**config.mk**
```make
export PLATFORM = sky130hd
export DESIGN_NAME = fwd_hazard_ctrl_flat
export DESIGN_NICKNAME = d
export VERILOG_FILES = /design/src/rtl/fwd_hazard_ctrl_if.sv /design/src/rtl/fwd_hazard_ctrl.sv /design/src/flat_wrapper.sv
export SDC_FILE = /design/constraint.sdc
export NUM_CORES = 1
export LEC_CHECK = 0
export CAP_MARGIN = 20
export CORE_UTILIZATION = 42
export DETAILED_ROUTE_END_ITERATION = 8
export GPL_TIMING_DRIVEN = 0
export PLACE_DENSITY = 0.78
export SLEW_MARGIN = 10
export SYNTH_ARGS = -nofsm -noshare
export SYNTH_HDL_FRONTEND = slang
export SYNTH_SLANG_ARGS = --single-unit
```
**constraint.sdc**
```tcl
create_clock -name clk -period 2.4 [get_ports clk]
set_input_delay 0.24 -clock clk [delete_from_list [all_inputs] [get_ports clk]]
set_output_delay 0.24 -clock clk [all_outputs]
set_load 0.01 [all_outputs]
```
**src/rtl/fwd_hazard_ctrl_if.sv**
```systemverilog
// Decode-stage control bundle for the forwarding/hazard unit.
// The master side is the decode stage and the slave side is the hazard unit.
interface fwd_hazard_ctrl_if #(
  parameter int STALL_CNT_W = 16
);
  logic [31:0]            OPCodeIn;
  logic                   Reg2Loc;
  logic [1:0]             ALUSrc;
  logic                   RegWriteIn;
  logic                   Mem2RegIn;
  logic                   NOOPIn;
  logic                   flush;
  logic [1:0]             ForwardMuxA;
  logic [1:0]             ForwardMuxB;
  logic                   stall;
  logic                   bubble;
  logic [STALL_CNT_W-1:0] stall_count;

  modport master (
    output OPCodeIn, Reg2Loc, ALUSrc, RegWriteIn, Mem2RegIn, NOOPIn, flush,
    input  ForwardMuxA, ForwardMuxB, stall, bubble, stall_count
  );

  modport slave (
    input  OPCodeIn, Reg2Loc, ALUSrc, RegWriteIn, Mem2RegIn, NOOPIn, flush,
    output ForwardMuxA, ForwardMuxB, stall, bubble, stall_count
  );
endinterface

```
**src/rtl/fwd_hazard_ctrl.sv**
```systemverilog
// Forwarding-select and load-use stall control for the decode stage.
// Tracks destination registers of the EX and MEM instructions in a local shadow.
module fwd_hazard_ctrl #(
  parameter int STALL_CNT_W = 16,
  parameter int ZERO_REG    = 31
) (
  input logic              clk,
  input logic              reset,
  fwd_hazard_ctrl_if.slave bus
);
  localparam logic [4:0] ZR = 5'(ZERO_REG);

  logic                   ex_v, ex_ld, mem_v;
  logic [4:0]             ex_rd, mem_rd;
  logic [STALL_CNT_W-1:0] stall_cnt;
  logic [4:0]             rd, rn, rm, src_a, src_b;
  logic                   use_src, fwd_b_en, hazard, dec_wr;
  logic [1:0]             sel_a, sel_b;
  logic                   unused_opcode_bits;

  function automatic logic [1:0] fwd_sel(input logic       ev,
                                         input logic [4:0] erd,
                                         input logic       mv,
                                         input logic [4:0] mrd,
                                         input logic [4:0] src);
    logic [1:0] sel;
    sel = 2'b00;
    if (src != ZR) begin
      if (ev && erd == src)      sel = 2'b01;
      else if (mv && mrd == src) sel = 2'b10;
    end
    return sel;
  endfunction

  function automatic logic [STALL_CNT_W-1:0] sat_inc(input logic [STALL_CNT_W-1:0] c);
    return (&c) ? c : c + {{(STALL_CNT_W-1){1'b0}}, 1'b1};
  endfunction

  assign rd  = bus.OPCodeIn[4:0];
  assign rn  = bus.OPCodeIn[9:5];
  assign rm  = bus.OPCodeIn[20:16];
  assign unused_opcode_bits = ^{bus.OPCodeIn[31:21], bus.OPCodeIn[15:10]};

  assign src_a    = rn;
  assign src_b    = bus.Reg2Loc ? rm : rd;
  assign use_src  = ~bus.NOOPIn;
  assign fwd_b_en = use_src && (bus.ALUSrc == 2'b00);

  // Store data (Reg2Loc=0) still needs the loaded value, so srcB counts even with an immediate.
  assign hazard = ex_ld && ex_v && !bus.flush && use_src &&
                  ((ex_rd == src_a) || (ex_rd == src_b));

  assign sel_a = fwd_sel(ex_v, ex_rd, mem_v, mem_rd, src_a);
  assign sel_b = fwd_sel(ex_v, ex_rd, mem_v, mem_rd, src_b);

  assign bus.ForwardMuxA = (hazard || !use_src)  ? 2'b00 : sel_a;
  assign bus.ForwardMuxB = (hazard || !fwd_b_en) ? 2'b00 : sel_b;
  assign bus.stall       = hazard;
  assign bus.bubble      = hazard;
  assign bus.stall_count = stall_cnt;

  assign dec_wr = bus.RegWriteIn && !bus.NOOPIn && !bus.flush && !hazard;

  // EX/MEM shadow stage boundary
  always_ff @(posedge clk or negedge reset) begin
    if (!reset) begin
      ex_v      <= 1'b0;
      ex_ld     <= 1'b0;
      ex_rd     <= 5'd0;
      mem_v     <= 1'b0;
      mem_rd    <= 5'd0;
      stall_cnt <= '0;
    end else begin
      mem_v  <= ex_v;
      mem_rd <= ex_rd;
      ex_v   <= dec_wr && (rd != ZR);
      ex_rd  <= rd;
      ex_ld  <= bus.Mem2RegIn && dec_wr;
      if (hazard) stall_cnt <= sat_inc(stall_cnt);
    end
  end
endmodule

```
**src/flat_wrapper.sv**
```systemverilog
// flat-port wrapper written by rule: the top's interface ports become plain ports
module fwd_hazard_ctrl_flat 
#(
  parameter int STALL_CNT_W = 16,
  parameter int ZERO_REG    = 31
)
  (clk, reset, bus_OPCodeIn, bus_Reg2Loc, bus_ALUSrc, bus_RegWriteIn, bus_Mem2RegIn, bus_NOOPIn, bus_flush, bus_ForwardMuxA, bus_ForwardMuxB, bus_stall, bus_bubble, bus_stall_count);
  fwd_hazard_ctrl_if #(.STALL_CNT_W(STALL_CNT_W)) bus_i ();
  input logic clk;
  input logic reset;
  input wire logic [$bits(bus_i.OPCodeIn)-1:0] bus_OPCodeIn;
  input wire logic [$bits(bus_i.Reg2Loc)-1:0] bus_Reg2Loc;
  input wire logic [$bits(bus_i.ALUSrc)-1:0] bus_ALUSrc;
  input wire logic [$bits(bus_i.RegWriteIn)-1:0] bus_RegWriteIn;
  input wire logic [$bits(bus_i.Mem2RegIn)-1:0] bus_Mem2RegIn;
  input wire logic [$bits(bus_i.NOOPIn)-1:0] bus_NOOPIn;
  input wire logic [$bits(bus_i.flush)-1:0] bus_flush;
  output wire logic [$bits(bus_i.ForwardMuxA)-1:0] bus_ForwardMuxA;
  output wire logic [$bits(bus_i.ForwardMuxB)-1:0] bus_ForwardMuxB;
  output wire logic [$bits(bus_i.stall)-1:0] bus_stall;
  output wire logic [$bits(bus_i.bubble)-1:0] bus_bubble;
  output wire logic [$bits(bus_i.stall_count)-1:0] bus_stall_count;
  assign bus_i.OPCodeIn = bus_OPCodeIn;
  assign bus_i.Reg2Loc = bus_Reg2Loc;
  assign bus_i.ALUSrc = bus_ALUSrc;
  assign bus_i.RegWriteIn = bus_RegWriteIn;
  assign bus_i.Mem2RegIn = bus_Mem2RegIn;
  assign bus_i.NOOPIn = bus_NOOPIn;
  assign bus_i.flush = bus_flush;
  assign bus_ForwardMuxA = bus_i.ForwardMuxA;
  assign bus_ForwardMuxB = bus_i.ForwardMuxB;
  assign bus_stall = bus_i.stall;
  assign bus_bubble = bus_i.bubble;
  assign bus_stall_count = bus_i.stall_count;
  fwd_hazard_ctrl #(.STALL_CNT_W(STALL_CNT_W), .ZERO_REG(ZERO_REG)) u_core (.clk(clk), .reset(reset), .bus(bus_i));
endmodule
```
==> metrics <==
status complete, no violations; hold_sp bus_OPCodeIn[3]; Core Rows 21; antenna-violating nets left 0; syn_area_per_cell ~11 sq um; clock transition at the registers of the reported paths about 90 ps; slew margin rel. 0.5820; Die Width approximately 63 um; Initial Utilization 0.4509; core box area approximately 3400 sq um; Synth Area in Adders 0.008123; pre-CTS WS -805.5 ps; Max IR drop VDD about 0.00042 V; number of enable flip-flop cells after synthesis 0; All-Layer GR Usage 0.2008; HPWL after DPL between 2000 and 3000 um; TritonCTS Sinks 29; crit path launch type primary input; WS Path Type in2out; mux contribution to synthesized area 0.04712; CTS tree built; Min-Delay Path Class in2reg; DRC viols 0; ANT cells 0; P_int between 0.7 and 0.8 mW; period utilization 0.9896; Worst Hold Path EP u_core.ex_rd[3]; max-cap violations 0; Area growth, synth to finish 46.06%; Fmax achieved ~420 MHz; final wirelength between 3000 and 4000 um; Synth area leaders dfrtp_1, xnor2_1, nand3_1; global-route wire length before repair a little over 6000 um; IO Count between 60 and 70; worst reg-to-reg path cell count 10; Sw Ratio 0.2614; dominant synthesized flop cell dfrtp_1; setup violators final 0; CTS H-tree depth 2; Slew Limit Fails 0; Skew-Pair Late Insertion Delay roughly 330 ps; DIE HEIGHT between 60 and 70 um; Combinational Power Share 0.175; clock root cell clkbuf_4; Placed Instance Area 2053 sq um; Post-Synth XOR/XNOR Area 0.1933; Vias ~1300; Fill cells 265; Worst Setup Slack, final 24.91 ps; Reg-to-Reg End u_core.bus.stall_count[8]; Port Buffers 44; clock share of power 0.292; crit path DAT about 2100 ps; Final Cell Area 2250 sq um; area leader, netlist dfrtp_1; top cell type's share of synthesized area 0.4712; Async SR Flop Fraction 1.000; Finished Layout Cells between 200 and 250; Post-CTS Hold Fix Bufs 0; crit path max fanout 5; crit path time final ~2400 ps; Synth Area in Simple Gates 0.2177; Final Wtd Congestion 0.8275; reg-to-reg setup timing slack 250 ps; FF-to-FF Start u_core.bus.stall_count[0]; Post-Synthesis Cells 140; Layout Skew roughly 3.5 ps; sw power 0.2508 mW; flops & latches, synth 29; # nets final ~240; Worst-Margin Slew ~630 ps; total CTS buffers 5; die area around 4000 sq um; drt initial violations 32; Pre-antenna DRT Iters 4; wire length per cell 15.59 um; Via density between 5 and 6; Max clock buf depth 2; Leakage between 1 and 1.5 nW; Synthesis Warnings 0; sequential power share 0.533; final hold vios 0; proportion of layout cells with a drive suffix above 1 0.1823; Netlist cell types 34; synthesized area approximately 1500 sq um; grt ovf 0; Critical Path RT 2160 ps; antenna violations before repair 0; PwrDens about 430 nW/um^2; Compound-Gate Fraction of Synth Area 0.03493; hold depth 1; post-route setup TNS 0 ps; largest net degree at the start of global routing 18; kind of end point of the critical path output port; placed insts approximately 230; number of global-route vias before repair between 1000 and 1500; syn nets approximately 180; post-synthesis sequential area ratio 0.4712; main combinational cell family by area after synthesis simple AND/OR/NAND/NOR gates
## cell type report
type,instances,area [sq um],share of cell area
clock buffer,8,48.80,0.02169
inverter,2,7.507,0.003337
buffer,4,35.03,0.01557
sequential,29,725.7,0.3226
timing repair buffer,55,534.3,0.2375
tap,46,57.56,0.02558
multi-input combinational,105,840.8,0.3737
## flip-flops by register name, indices dropped and copies added, names as in the netlist
| name | flops |
|---|---|
| u_core.ex_ld | 1 |
| u_core.ex_v | 1 |
| u_core.bus.stall_count | 16 |
| u_core.ex_rd | 5 |
| u_core.mem_v | 1 |
| u_core.mem_rd | 5 |
## timing repair
action	4_1_cts	5_1_grt
endpoints found under the setup margin	6	5
resized for setup	21	9
endpoints found under the hold margin	0	0
buffers inserted	7	3
pin swaps	5	6
## placed cells by master, fill, tap and decap left out, types with 5 or more instances in the layout
master and instances:
and3_1 6, buf_4 11, clkbuf_4 5, clkdlybuf4s50_1 32, dfrtp_1 29, dlymetal6s2s_1 7
nand2_1 8, nand3_1 12, nand4_1 7, nor2_1 7, xnor2_1 29, xor2_1 5
## worst max path at each step
stage | to | from | cells after the start
2_1_floorplan | bus_ForwardMuxA[1] | bus_Reg2Loc | 8
3_3_place_gp | bus_ForwardMuxA[1] | bus_OPCodeIn[3] | 9
3_5_place_dp | bus_ForwardMuxA[1] | bus_OPCodeIn[3] | 9
4_1_cts | bus_ForwardMuxA[0] | u_core.ex_rd[2] | 6
5_1_grt | bus_ForwardMuxB[1] | bus_OPCodeIn[2] | 9
6_report | bus_ForwardMuxB[1] | bus_OPCodeIn[2] | 9
## routing by layer
layer / vias to the layer above / global-route usage / routed length (um)
met5: - / 0 / 0
met4: 0 / 0.1017 / 71
met3: 7 / 0.04562 / 178
met2: 39 / 0.3329 / 2027
met1: 636 / 0.2435 / 1603
li1: 621 / - / -
## synthesized netlist by cell type, drive strengths merged (2+ instances only)
library cell	n
dfrtp	29
xnor2	29
nand3	12
nand2	8
nand4	8
nor2	8
and3	7
mux2i	5
nor3	5
xor2	5
buf	4
and4	3
inv	2
nand3b	2
## kinds of logic after synthesis
group,count (synthesis)
flip-flops,29
buffers and inverters,6
adder cells (fa/ha/maj),1
multiplexers,6
AND/OR/NAND/NOR,57
XOR/XNOR,34
AO/OA/AOI/OAI,7
## power by group through the flow
stage / combinational, mW / clock, mW / sequential, mW
final: 0.168 / 0.280 / 0.511
after global placement: 0.124 / 0 / 0.519
after global routing: 0.181 / 0.308 / 0.512
after floorplan: 0.0647 / 0 / 0.517
after CTS: 0.155 / 0.288 / 0.510
after detailed placement: 0.132 / 0 / 0.520
## through the flow
| stage | hold WS, ps | total power, mW | util |
|---|---|---|---|
| finish | 142.8 | 0.9594 | 0.6586 |
| detailed placement | 421.7 | 0.6511 | 0.6011 |
| global placement | 420.0 | 0.6429 | 0.5967 |
| global route | 124.8 | 1.001 | 0.6586 |
| floorplan | -55.59 | 0.5814 | - |
| CTS | 208.0 | 0.9534 | 0.6407 |
## critical path, cell delays in order
cell and delay, ps:
clkdlybuf4s50_1 470, mux2i_2 230, xnor2_1 180, nor3_2 90
a21oi_2 140, nand2b_4 170, nand3b_1 160, a311oi_1 260
buf_2 190
No activity file was read; power rests on OpenSTA's default activity.
